<file path="src/rtl/lcd_scan_ctrl.sv">
// lcd_scan_ctrl: powers up and initialises an HD44780-style 16x2 LCD, then refreshes both
// lines forever. For each character it broadcasts a screen index to the mode blocks, takes
// the code of the selected mode and drives RS/E/data paced by en_tick. Mode button pulses
// rotate mode_sel, applied only at frame boundaries.
module lcd_scan_ctrl #(
  parameter int unsigned NMODES      = 4,
  parameter int unsigned POWER_TICKS = 20,
  parameter int unsigned CLR_TICKS   = 2
) (
  input  logic       clk,
  input  logic       rst,
  input  logic       en_tick,
  input  logic       mode_btn,
  input  logic [7:0] char0,
  input  logic [7:0] char1,
  input  logic [7:0] char2,
  input  logic [7:0] char3,
  output logic [4:0] index,
  output logic [1:0] mode_sel,
  output logic       lcd_rs,
  output logic       lcd_rw,
  output logic       lcd_e,
  output logic [7:0] lcd_data,
  output logic       init_done,
  output logic       frame_start
);

  localparam logic [15:0] PowerCnt = 16'(POWER_TICKS);
  localparam logic [15:0] ClrCnt   = 16'(CLR_TICKS);
  localparam logic [1:0]  ModeMax  = 2'(NMODES - 1);

  typedef enum logic [2:0] {StPwait, StInit, StLine1Cmd, StChars, StLine2Cmd} state_e;
  typedef enum logic [1:0] {PhFetch, PhSetup, PhPulse, PhHold} phase_e;

  state_e      state_q, state_d;
  phase_e      phase_q, phase_d;
  logic [15:0] cnt_q, cnt_d;
  logic [1:0]  init_idx_q, init_idx_d;
  logic [4:0]  index_q, index_d;
  logic [1:0]  mode_sel_q, mode_sel_d;
  logic        pending_q, pending_d;
  logic        lcd_rs_q, lcd_rs_d;
  logic        lcd_e_q, lcd_e_d;
  logic [7:0]  lcd_data_q, lcd_data_d;
  logic        init_done_q, init_done_d;
  logic        frame_start_q, frame_start_d;
  logic        enter_frame;
  logic [7:0]  char_sel;

  function automatic logic [7:0] init_cmd(input logic [1:0] idx);
    case (idx)
      2'd0:    return 8'h38;
      2'd1:    return 8'h0C;
      2'd2:    return 8'h06;
      default: return 8'h01;
    endcase
  endfunction

  // Character code of the active mode
  always_comb begin
    char_sel = char0;
    case (mode_sel_q)
      2'd1:    char_sel = char1;
      2'd2:    char_sel = char2;
      2'd3:    char_sel = char3;
      default: char_sel = char0;
    endcase
  end

  // State, counters and all registered outputs
  always_ff @(posedge clk or negedge rst) begin
    if (!rst) begin
      state_q       <= StPwait;
      phase_q       <= PhFetch;
      cnt_q         <= '0;
      init_idx_q    <= '0;
      index_q       <= '0;
      mode_sel_q    <= '0;
      pending_q     <= 1'b0;
      lcd_rs_q      <= 1'b0;
      lcd_e_q       <= 1'b0;
      lcd_data_q    <= '0;
      init_done_q   <= 1'b0;
      frame_start_q <= 1'b0;
    end else begin
      state_q       <= state_d;
      phase_q       <= phase_d;
      cnt_q         <= cnt_d;
      init_idx_q    <= init_idx_d;
      index_q       <= index_d;
      mode_sel_q    <= mode_sel_d;
      pending_q     <= pending_d;
      lcd_rs_q      <= lcd_rs_d;
      lcd_e_q       <= lcd_e_d;
      lcd_data_q    <= lcd_data_d;
      init_done_q   <= init_done_d;
      frame_start_q <= frame_start_d;
    end
  end

  // Sequencer: advances only on en_tick
  always_comb begin
    state_d    = state_q;
    phase_d    = phase_q;
    cnt_d      = cnt_q;
    init_idx_d = init_idx_q;
    index_d    = index_q;
    if (en_tick) begin
      case (state_q)
        StPwait: begin
          if (cnt_q == PowerCnt) begin
            cnt_d      = '0;
            init_idx_d = '0;
            state_d    = StInit;
            phase_d    = PhSetup;
          end else begin
            cnt_d = cnt_q + 16'd1;
          end
        end
        StInit: begin
          case (phase_q)
            PhSetup: phase_d = PhPulse;
            PhPulse: phase_d = PhHold;
            default: begin
              if (init_idx_q != 2'd3) begin
                init_idx_d = init_idx_q + 2'd1;
                phase_d    = PhSetup;
              end else if (cnt_q == ClrCnt) begin
                // Clear-display settle time is spent parked in HOLD
                cnt_d   = '0;
                state_d = StLine1Cmd;
                phase_d = PhSetup;
              end else begin
                cnt_d = cnt_q + 16'd1;
              end
            end
          endcase
        end
        StLine1Cmd, StLine2Cmd: begin
          case (phase_q)
            PhSetup: phase_d = PhPulse;
            PhPulse: phase_d = PhHold;
            default: begin
              state_d = StChars;
              phase_d = PhFetch;
              index_d = (state_q == StLine1Cmd) ? 5'd0 : 5'd16;
            end
          endcase
        end
        StChars: begin
          case (phase_q)
            PhFetch: phase_d = PhSetup;
            PhSetup: phase_d = PhPulse;
            PhPulse: phase_d = PhHold;
            default: begin
              if (index_q == 5'd15) begin
                state_d = StLine2Cmd;
                phase_d = PhSetup;
              end else if (index_q == 5'd31) begin
                state_d = StLine1Cmd;
                phase_d = PhSetup;
              end else begin
                index_d = index_q + 5'd1;
                phase_d = PhFetch;
              end
            end
          endcase
        end
        default: begin
          state_d = StPwait;
          phase_d = PhFetch;
          cnt_d   = '0;
        end
      endcase
    end
  end

  // Output next-values derived from the state being entered
  always_comb begin
    lcd_rs_d   = lcd_rs_q;
    lcd_data_d = lcd_data_q;
    lcd_e_d    = (state_d != StPwait) && (phase_d == PhSetup ? 1'b0 : phase_d == PhPulse);
    // SETUP always lasts one tick, so any tick landing in SETUP is an entry
    if (en_tick && phase_d == PhSetup) begin
      case (state_d)
        StInit: begin
          lcd_rs_d   = 1'b0;
          lcd_data_d = init_cmd(init_idx_d);
        end
        StLine1Cmd: begin
          lcd_rs_d   = 1'b0;
          lcd_data_d = 8'h80;
        end
        StLine2Cmd: begin
          lcd_rs_d   = 1'b0;
          lcd_data_d = 8'hC0;
        end
        StChars: begin
          lcd_rs_d   = 1'b1;
          lcd_data_d = char_sel;
        end
        default: ;
      endcase
    end
    enter_frame   = en_tick && (state_d == StLine1Cmd) && (state_q != StLine1Cmd);
    frame_start_d = enter_frame;
    init_done_d   = init_done_q | enter_frame;
    // A pulse on the boundary clk survives for the next frame
    pending_d     = mode_btn | (pending_q & ~enter_frame);
    mode_sel_d    = mode_sel_q;
    if (enter_frame && pending_q) begin
      mode_sel_d = (mode_sel_q == ModeMax) ? 2'd0 : mode_sel_q + 2'd1;
    end
  end

  assign index       = index_q;
  assign mode_sel    = mode_sel_q;
  assign lcd_rs      = lcd_rs_q;
  assign lcd_rw      = 1'b0;
  assign lcd_e       = lcd_e_q;
  assign lcd_data    = lcd_data_q;
  assign init_done   = init_done_q;
  assign frame_start = frame_start_q;

endmodule

</file>
<file path="config.mk">
export PLATFORM = sky130hd
export DESIGN_NAME = lcd_scan_ctrl
export DESIGN_NICKNAME = d
export VERILOG_FILES = /design/src/rtl/lcd_scan_ctrl.sv
export SDC_FILE = /design/constraint.sdc
export NUM_CORES = 1
export LEC_CHECK = 0
export BUFFER_PORTS_ARGS = -buffer_cell sky130_fd_sc_hd__buf_2
export CAP_MARGIN = 20
export CELL_PAD_IN_SITES_DETAIL_PLACEMENT = 0
export CELL_PAD_IN_SITES_GLOBAL_PLACEMENT = 1
export CORE_MARGIN = 1
export CORE_UTILIZATION = 42
export DETAILED_ROUTE_END_ITERATION = 10
export GPL_TIMING_DRIVEN = 0
export PLACE_DENSITY = 0.81
export SETUP_SLACK_MARGIN = 0.5
export SYNTH_ARGS = -nofsm -noshare
export SYNTH_HDL_FRONTEND = slang
export SYNTH_SLANG_ARGS = --single-unit
</file>
<file path="constraint.sdc">
create_clock -name clk -period 3 [get_ports clk]
set_clock_uncertainty 0.05 [all_clocks]
set_input_delay 0.45 -clock clk [delete_from_list [all_inputs] [get_ports clk]]
set_output_delay 0.45 -clock clk [all_outputs]
set_load 0.005 [all_outputs]
</file>
==> results of run 1 <==
## cells in the mapped netlist, types with 2 or more instances
cell,n
or2_2,3
ha_1,18
and2_1,2
xnor2_1,4
inv_1,15
nor3b_1,3
clkbuf_1,4
mux2_1,2
o2bb2ai_1,6
nor2_1,25
mux2_4,6
a222oi_1,8
o31ai_1,2
o21a_1,4
a21boi_0,2
nor4_4,3
or3_1,8
o2111ai_1,2
a22o_1,2
xor2_1,2
and3_1,9
nand2_1,32
o21ai_1,4
dfrtp_1,43
buf_4,2
a21oi_1,14
nor3_1,3
buf_6,4
nand3_1,9
nand2_2,2
o21ai_0,26
nand2b_1,4
nor2b_1,2
nand4_1,6
## routing by layer
layer / part of all wire [%] / global-route usage (%) / routed length (um)
met1: 48 / 28.8 / 3470
met2: 47 / 32.4 / 3420
met3: 3.2 / 3.75 / 230
met4: 1.1 / 5.30 / 82
met5: 0 / 0 / 0
## cells in the final DEF (no fill, tap or decap), drive strengths merged, types with 2 or more instances in the layout
cell type,instances
o21ai,31
o2111ai,2
or3,9
a21boi,2
o41ai,2
nor3b,3
nand2b,4
o31ai,2
mux2,9
nor3,4
a222oi,8
a22o,2
xor2,2
o21a,4
nand4,6
xnor2,4
nor2,25
a31oi,2
inv,17
nor4,3
and2,3
a21oi,14
buf,84
o2bb2ai,6
and3,10
nand3,9
nand2,34
ha,18
nor2b,2
or2,4
a221oi,2
clkbuf,10
dfrtp,43
## worst min-delay path by stage
stage / startpoint / slack (ps) / cells after the start / endpoint
6_report: rst / 30 / 1 / cnt_q[15]
5_1_grt: rst / 60 / 1 / cnt_q[15]
4_1_cts: mode_btn / 300 / 2 / pending_q
3_5_place_dp: init_done / 400 / 1 / init_done
3_3_place_gp: init_done / 400 / 1 / init_done
2_1_floorplan: rst / 100 / 0 / cnt_q[0]
## per-stage QoR
stage	hold WS, ps	setup slack, ps	cells	total power [W]
2_1_floorplan	104	300	311	0.00185
3_3_place_gp	402	52.2	445	0.00221
3_5_place_dp	404	34.6	445	0.00223
4_1_cts	297	236	465	0.00286
5_1_grt	61.4	126	476	0.00324
6_report	34.0	217	476	0.00300
## what timing repair did
action                                 4_1_cts  5_1_grt
buffers inserted                            12       10
pin swaps                                   12       17
setup endpoints to repair                   27       24
resized for setup                           15       13
endpoints found under the hold margin        0        0
## cell type report
| class | count | share of cell area [%] |
|---|---|---|
| tap | 80 | 2.67 |
| buffer | 11 | 2.13 |
| inverter | 17 | 1.77 |
| clock inverter | 2 | 0.933 |
| timing repair buffer | 77 | 12.3 |
| sequential | 43 | 28.7 |
| multi-input combinational | 240 | 49.3 |
| clock buffer | 6 | 2.20 |
## flip-flops by register name, indices dropped and copies added, names as in the netlist
signal       count
lcd_e            1
lcd_rs           1
pending_q        1
state_q          3
phase_q          2
init_done        1
cnt_q           16
mode_sel         2
frame_start      1
index            5
init_idx_q       2
lcd_data         8
## power groups by stage
stage	sequential [W]	clock, W	combinational, W
2_1_floorplan	0.000826	0	0.00103
3_3_place_gp	0.000842	0	0.00137
3_5_place_dp	0.000843	0	0.00139
4_1_cts	0.000835	0.000488	0.00154
5_1_grt	0.000856	0.000513	0.00187
6_report	0.000836	0.000476	0.00169
## logic make-up (layout without fill, tap and decap cells)
kind of cell	after synthesis	count (layout)
AOI/OAI and AO/OA	87	87
xor gates and xnor gates	6	6
DFF	43	43
adders and majority gates	18	18
buffers and inverters	28	113
other	1	1
muxes	10	10
and+or+nand+nor	118	118
## worst max-delay path, stage by stage (launching register included)
cell	delay, ps
dfrtp_1	370
ha_2	190
and3_4	230
ha_4	140
o21a_1	130
o21ai_2	60
a221oi_2	340
a31oi_4	180
or3_4	400
and2_4	150
buf_6	130
mux2_4	290
==> impl_results.md, run 1 <==
* Nets at 449
* Critical path type: reg -> reg
* Mapped cell area at 0.00293 mm^2
* DR vias/cell at 5.57
* Min-delay worst type: in -> async
* Combinational power share at 56.3%
* Port Buffers at 54
* Clk pwr share at about 16%
* R2r endpoint: lcd_data[5]
* Combinational family with the most area after synthesis: compound AO/OA/AOI/OAI gates
* Util after Layout at 55.6%
* Sw Share at 41.0%
* ANT nets after route at 0
* Critical Path AT at approximately 2900 ps
* Post-synth EDFFs at 0
* Critical path peak fanout at 6
* Largest net degree at the start of global routing at 44
* Maximum vdd ir drop at around 0.00028 V
* Clock-pin transition on the worst setup and hold timing paths at 90 ps
* Compound-Gate Fraction of Synth Area at 22.1%
* Max Cap Viol at 0
* Leading register cell type out of synthesis: dfrtp_1
* Switching Power at approximately 0.0012 W
* Root Driver: clkbuf_8
* Die X at 85.5 um
* Xor/xnor share of the synthesized area at 1.79%
* Power share of the sequential group at 27.8%
* Register area share after synthesis at 36.7%
* Post-synth cell types at 64
* First-pass GRT wire length at 11,900 um
* Hold Vio Cnt, Final at 0
* GRT Overall Usage at between 20% and 30%
* R2r startpoint: index[0]
* Via count at 2,653
* Worst Max-Slew Pin Slew at 608 ps
* DP Area at 0.00334 mm^2
* Adder-cell share of the synthesized area at 7.68%
* Post-route cell area at between 0.003 and 0.004 mm^2
* Diode count at 0
* Synth area leader: dfrtp_1
* Worst slew margin at 59.2%
* Layout cells sized above 1 at 36.6%
* Per-cell routed wire length at 15.1 um
* Mapped Cells at between 300 and 400
* CTS tree: yes
* First DRT Iteration DRCs at 193
* Initial antenna violation count at 0
* Pleak at about 1.8 nW
* Sink count of the clock tree at 43
* Detailed placement HPWL at about 5200 um
* Worst-Skew Late Latency at 300 ps
* Final setup viols at 0
* Post-Synth Simple-Gate Area at approximately 22%
* Final wirelength at 7210 um
* Fill cells at roughly 630
* Setup TNS at 0 ps
* Row count at 30
* Placer Congestion at between 0.8 and 0.9
* Crit. Startpoint: index[0]
* Reg2Reg Depth at 11
* Clock Path Buffers at 2
* Htree depth at 2
* Status: finished clean
* Vias in the first global route at 2,442
* Post-Syn Nets at 365
* Worst setup EP type: flip-flop
* Final Cycle Share at between 90% and 100%
* Die H at 85.5 um
* Initial Util at 43.4%
* Reg area at about 0.0011 mm^2
* TritonCTS buffer count at 5
* I/O pin count at 56
* TritonRoute pass-1 iters at 5
* Fmax at 0.359 GHz
* Area of the multi-input gates at 0.00185 mm^2
* Residual DRC count at 0
* Max Slew Vio Count at 0
* Share of flip-flops with an asynchronous set or reset at 100%
* Die area at between 0.007 and 0.008 mm^2
* Core region area at 0.00676 mm^2
* RSZ-0062 raised after global routing: true
* Ranking of synthesized cells by area: dfrtp_1 (37%), ha_1 (7.7%), o21ai_0 (4.4%)
* Layout Area Growth over Synthesis at 28.0%
* Mux contribution to synthesized area at 4.57%
* Synthesized area per cell at 9.43 um^2
* Internal reg-to-reg setup slack at 220 ps
* Cts hold-fix bufs at 0
* Pint at roughly 0.0018 W
* Grt ovf at 0
* Pwr Density at 801 mW/mm^2
* Min Clock Period, post-route at 2780 ps
* Startpoint types: flip-flop
* Share of Yosys cell area claimed by the top area cell type at between 30% and 40%
* Req. time, crit path at 3140 ps
* #FFs+latches synth at 43
* Synth warnings at 0
* Worst Setup EP: lcd_data[5]
(Power assumes the default switching activity.)
==> run 2: changes to the inputs <==
- CELL_PAD_IN_SITES_DETAIL_PLACEMENT: 0 -> 1
==> run 2 against run 1 <==
Against the previous run:
- die area is the same
- cell area increased by 6.9%
- maximum frequency down 2.1%
- non-clock buffer count grew 21
- first-iteration DRC count up 20%
- register-to-register slack lost 60 ps
- worst setup slack got worse by 59 ps
- combinational power is 25% higher
- sequential cell count is the same
- critical path depth unchanged
- via count rose by 12%
==> impl_results.md, run 2 (synthesis results as in run 1) <==
* Status: finished clean (unchanged)
* Initial Util at 43.4% (unchanged)
* Maximum vdd ir drop at 0.000381 V (was 0.000283 V)
* Clk pwr share at 11.5% (was 15.8%)
* Vias in the first global route at 2,753 (was 2,442)
* Residual DRC count at 0 (unchanged)
* Combinational power share at 63.1% (was 56.3%)
* Req. time, crit path at 3140 ps (about the same)
* Commonest non-fill, non-tap cells in the layout: buf_2 (54), dfrtp_1 (42), buf_4 (36) (was buf_2 (55), dfrtp_1 (43), nand2_1 (32))
* Row count at 30 (unchanged)
* Pint at 0.00188 W (was 0.00177 W)
* RSZ-0062 raised after global routing: true (unchanged)
* Startpoint types: flip-flop (unchanged)
* Final wirelength at 10,500 um (was 7210 um)
* Max Cap Viol at 0 (unchanged)
* Dpl ws at -115 ps (was 34.6 ps)
* Final setup viols at 0 (unchanged)
* DR vias/cell at 6.01 (was 5.57)
* Critical Path AT at 2980 ps (was 2920 ps)
* Worst slew margin at 53.5% (was 59.2%)
* TritonCTS buffer count at 5 (unchanged)
* I/O pin count at 56 (unchanged)
* First DRT Iteration DRCs at 232 (was 193)
* Root Driver: clkbuf_8 (unchanged)
* Clock-pin transition on the worst setup and hold timing paths at 80 ps (was 90 ps)
* DP Area at 0.00334 mm^2 (unchanged)
* Grt ovf at 0 (unchanged)
* Pwr Density at 837 mW/mm^2 (was 801 mW/mm^2)
* Top reg by flops: cnt_q (unchanged)
* Detailed placement HPWL at 6000 um (was 5190 um)
* Pleak at 1.92 nW (was 1.78 nW)
* Clock Path Buffers at 2 (unchanged)
* Final Cycle Share at 94.7% (was 92.8%)
* Worst-Skew Late Latency at 300 ps (about the same)
* GRT Overall Usage at 23.6% (was 20.4%)
* Placer Congestion at 0.865 (unchanged)
* Per-cell routed wire length at 21.2 um (was 15.1 um)
* Layout cells sized above 1 at 42.8% (was 36.6%)
* Layout Area Growth over Synthesis at 36.9% (was 28.0%)
* Worst hold slack at 59.3 ps (was 34.0 ps)
* Port Buffers at 54 (unchanged)
* Most common cell after layout, fill and taps aside: buf_2 (unchanged)
* Die X at 85.5 um (unchanged)
* CTS tree: yes (unchanged)
* Diode count at 0 (unchanged)
* ANT nets after route at 0 (unchanged)
* Critical path type: reg -> reg (unchanged)
* Critical path peak fanout at 7 (was 6)
* Min Clock Period, post-route at 2840 ps (was 2780 ps)
* Worst setup EP type: flip-flop (unchanged)
* Core region area at 0.00676 mm^2 (unchanged)
* Post-route cell area at 0.00401 mm^2 (was 0.00375 mm^2)
* Initial antenna violation count at 0 (unchanged)
* Min-delay worst type: in -> async (unchanged)
* Die area at 0.00732 mm^2 (unchanged)
* Hold Vio Cnt, Final at 0 (unchanged)
* TritonRoute pass-1 iters at 6 (was 5)
* Sink count of the clock tree at 43 (unchanged)
* Largest net degree at the start of global routing at 44 (unchanged)
* First-pass GRT wire length at 13,600 um (was 11,900 um)
* Via count at 2,981 (was 2,653)
* Largest register FFs at 16 (unchanged)
* Fmax at 0.352 GHz (was 0.359 GHz)
* Switching Power at 0.00148 W (was 0.00123 W)
* Htree depth at 2 (unchanged)
* Power share of the sequential group at 25.4% (was 27.8%)
* Die H at 85.5 um (unchanged)
* Nets at 470 (was 449)
* Final WS setup at 158 ps (was 217 ps)
* Sw Share at 43.9% (was 41.0%)
* Worst Max-Slew Pin Slew at 698 ps (was 608 ps)
* Max Slew Vio Count at 0 (unchanged)
[run 2: cell count changes in the layout (fill, tap and decap cells not counted), sizes merged]
cell,change
buf,+21
bufinv,-1
[run 2: path summary, 6_finish.rpt]
check	start	end	depth (start not counted)	slack (ps)
worst max-delay path	phase_q[0]	lcd_data[5]	11	160
worst min-delay path	rst	cnt_q[14]	1	60
worst max register to register	phase_q[0]	lcd_data[5]	11	160
worst min register to register	init_done	init_done	1	430
max in group asynchronous	rst	cnt_q[7]	2	2330
min in group clk	mode_btn	pending_q	2	290
[run 2: metal layers]
| metal | wire length, um | GRT usage (%) | vias up |
|---|---|---|---|
| met5 | 0 | 0 | - |
| met2 | 5400 | 39.9 | 93 |
| li1 | - | - | 1347 |
| met1 | 4470 | 31.5 | 1523 |
| met4 | 153 | 6.36 | 0 |
| met3 | 472 | 4.04 | 18 |
[run 2: repair_timing]
| action | CTS | global route |
|---|---|---|
| setup endpoints to repair | 29 | 24 |
| pin swaps | 10 | 36 |
| gates resized for setup | 16 | 43 |
| hold buffers | 0 | 0 |
| hold endpoints to repair | 0 | 0 |
| setup buffers | 16 | 27 |
[run 2: layout make-up]
class                      instances  area, um^2
inverter                          17        66.3
buffer                            11        90.1
tap                               80         100
fill                             782        2740
clock buffer                       6        82.6
timing repair buffer              98         654
sequential                        43        1080
clock inverter                     1        5.00
multi-input combinational        240        1940
[run 2: power groups by stage]
stage / Clock, W / Sequential [W] / Combinational, W
2_1_floorplan: 0 / 0.000826 / 0.00103
3_3_place_gp: 0 / 0.000842 / 0.00137
3_5_place_dp: 0 / 0.000852 / 0.00142
4_1_cts: 0.000394 / 0.000837 / 0.00161
5_1_grt: 0.000414 / 0.000866 / 0.00226
6_report: 0.000386 / 0.000852 / 0.00212
[run 2: per-stage QoR]
stage	std cells	util, %	TNS, ps	total power (W)
floorplan	311	-	0	0.00185
global placement	445	49.5	0	0.00221
detailed placement	445	49.5	-294	0.00227
CTS	468	53.5	0	0.00284
global route	496	59.4	0	0.00354
finish	496	59.4	0	0.00336
[run 2: critical path, cell delays in order, from the launching register on]
cell and delay (ps):
dfrtp_1 400, inv_2 90, ha_4 320, nand3b_1 200, buf_6 140, o41ai_4 90, or2_2 300, buf_6 140
or3_4 380, and2_4 170, buf_8 130, mux2_4 300
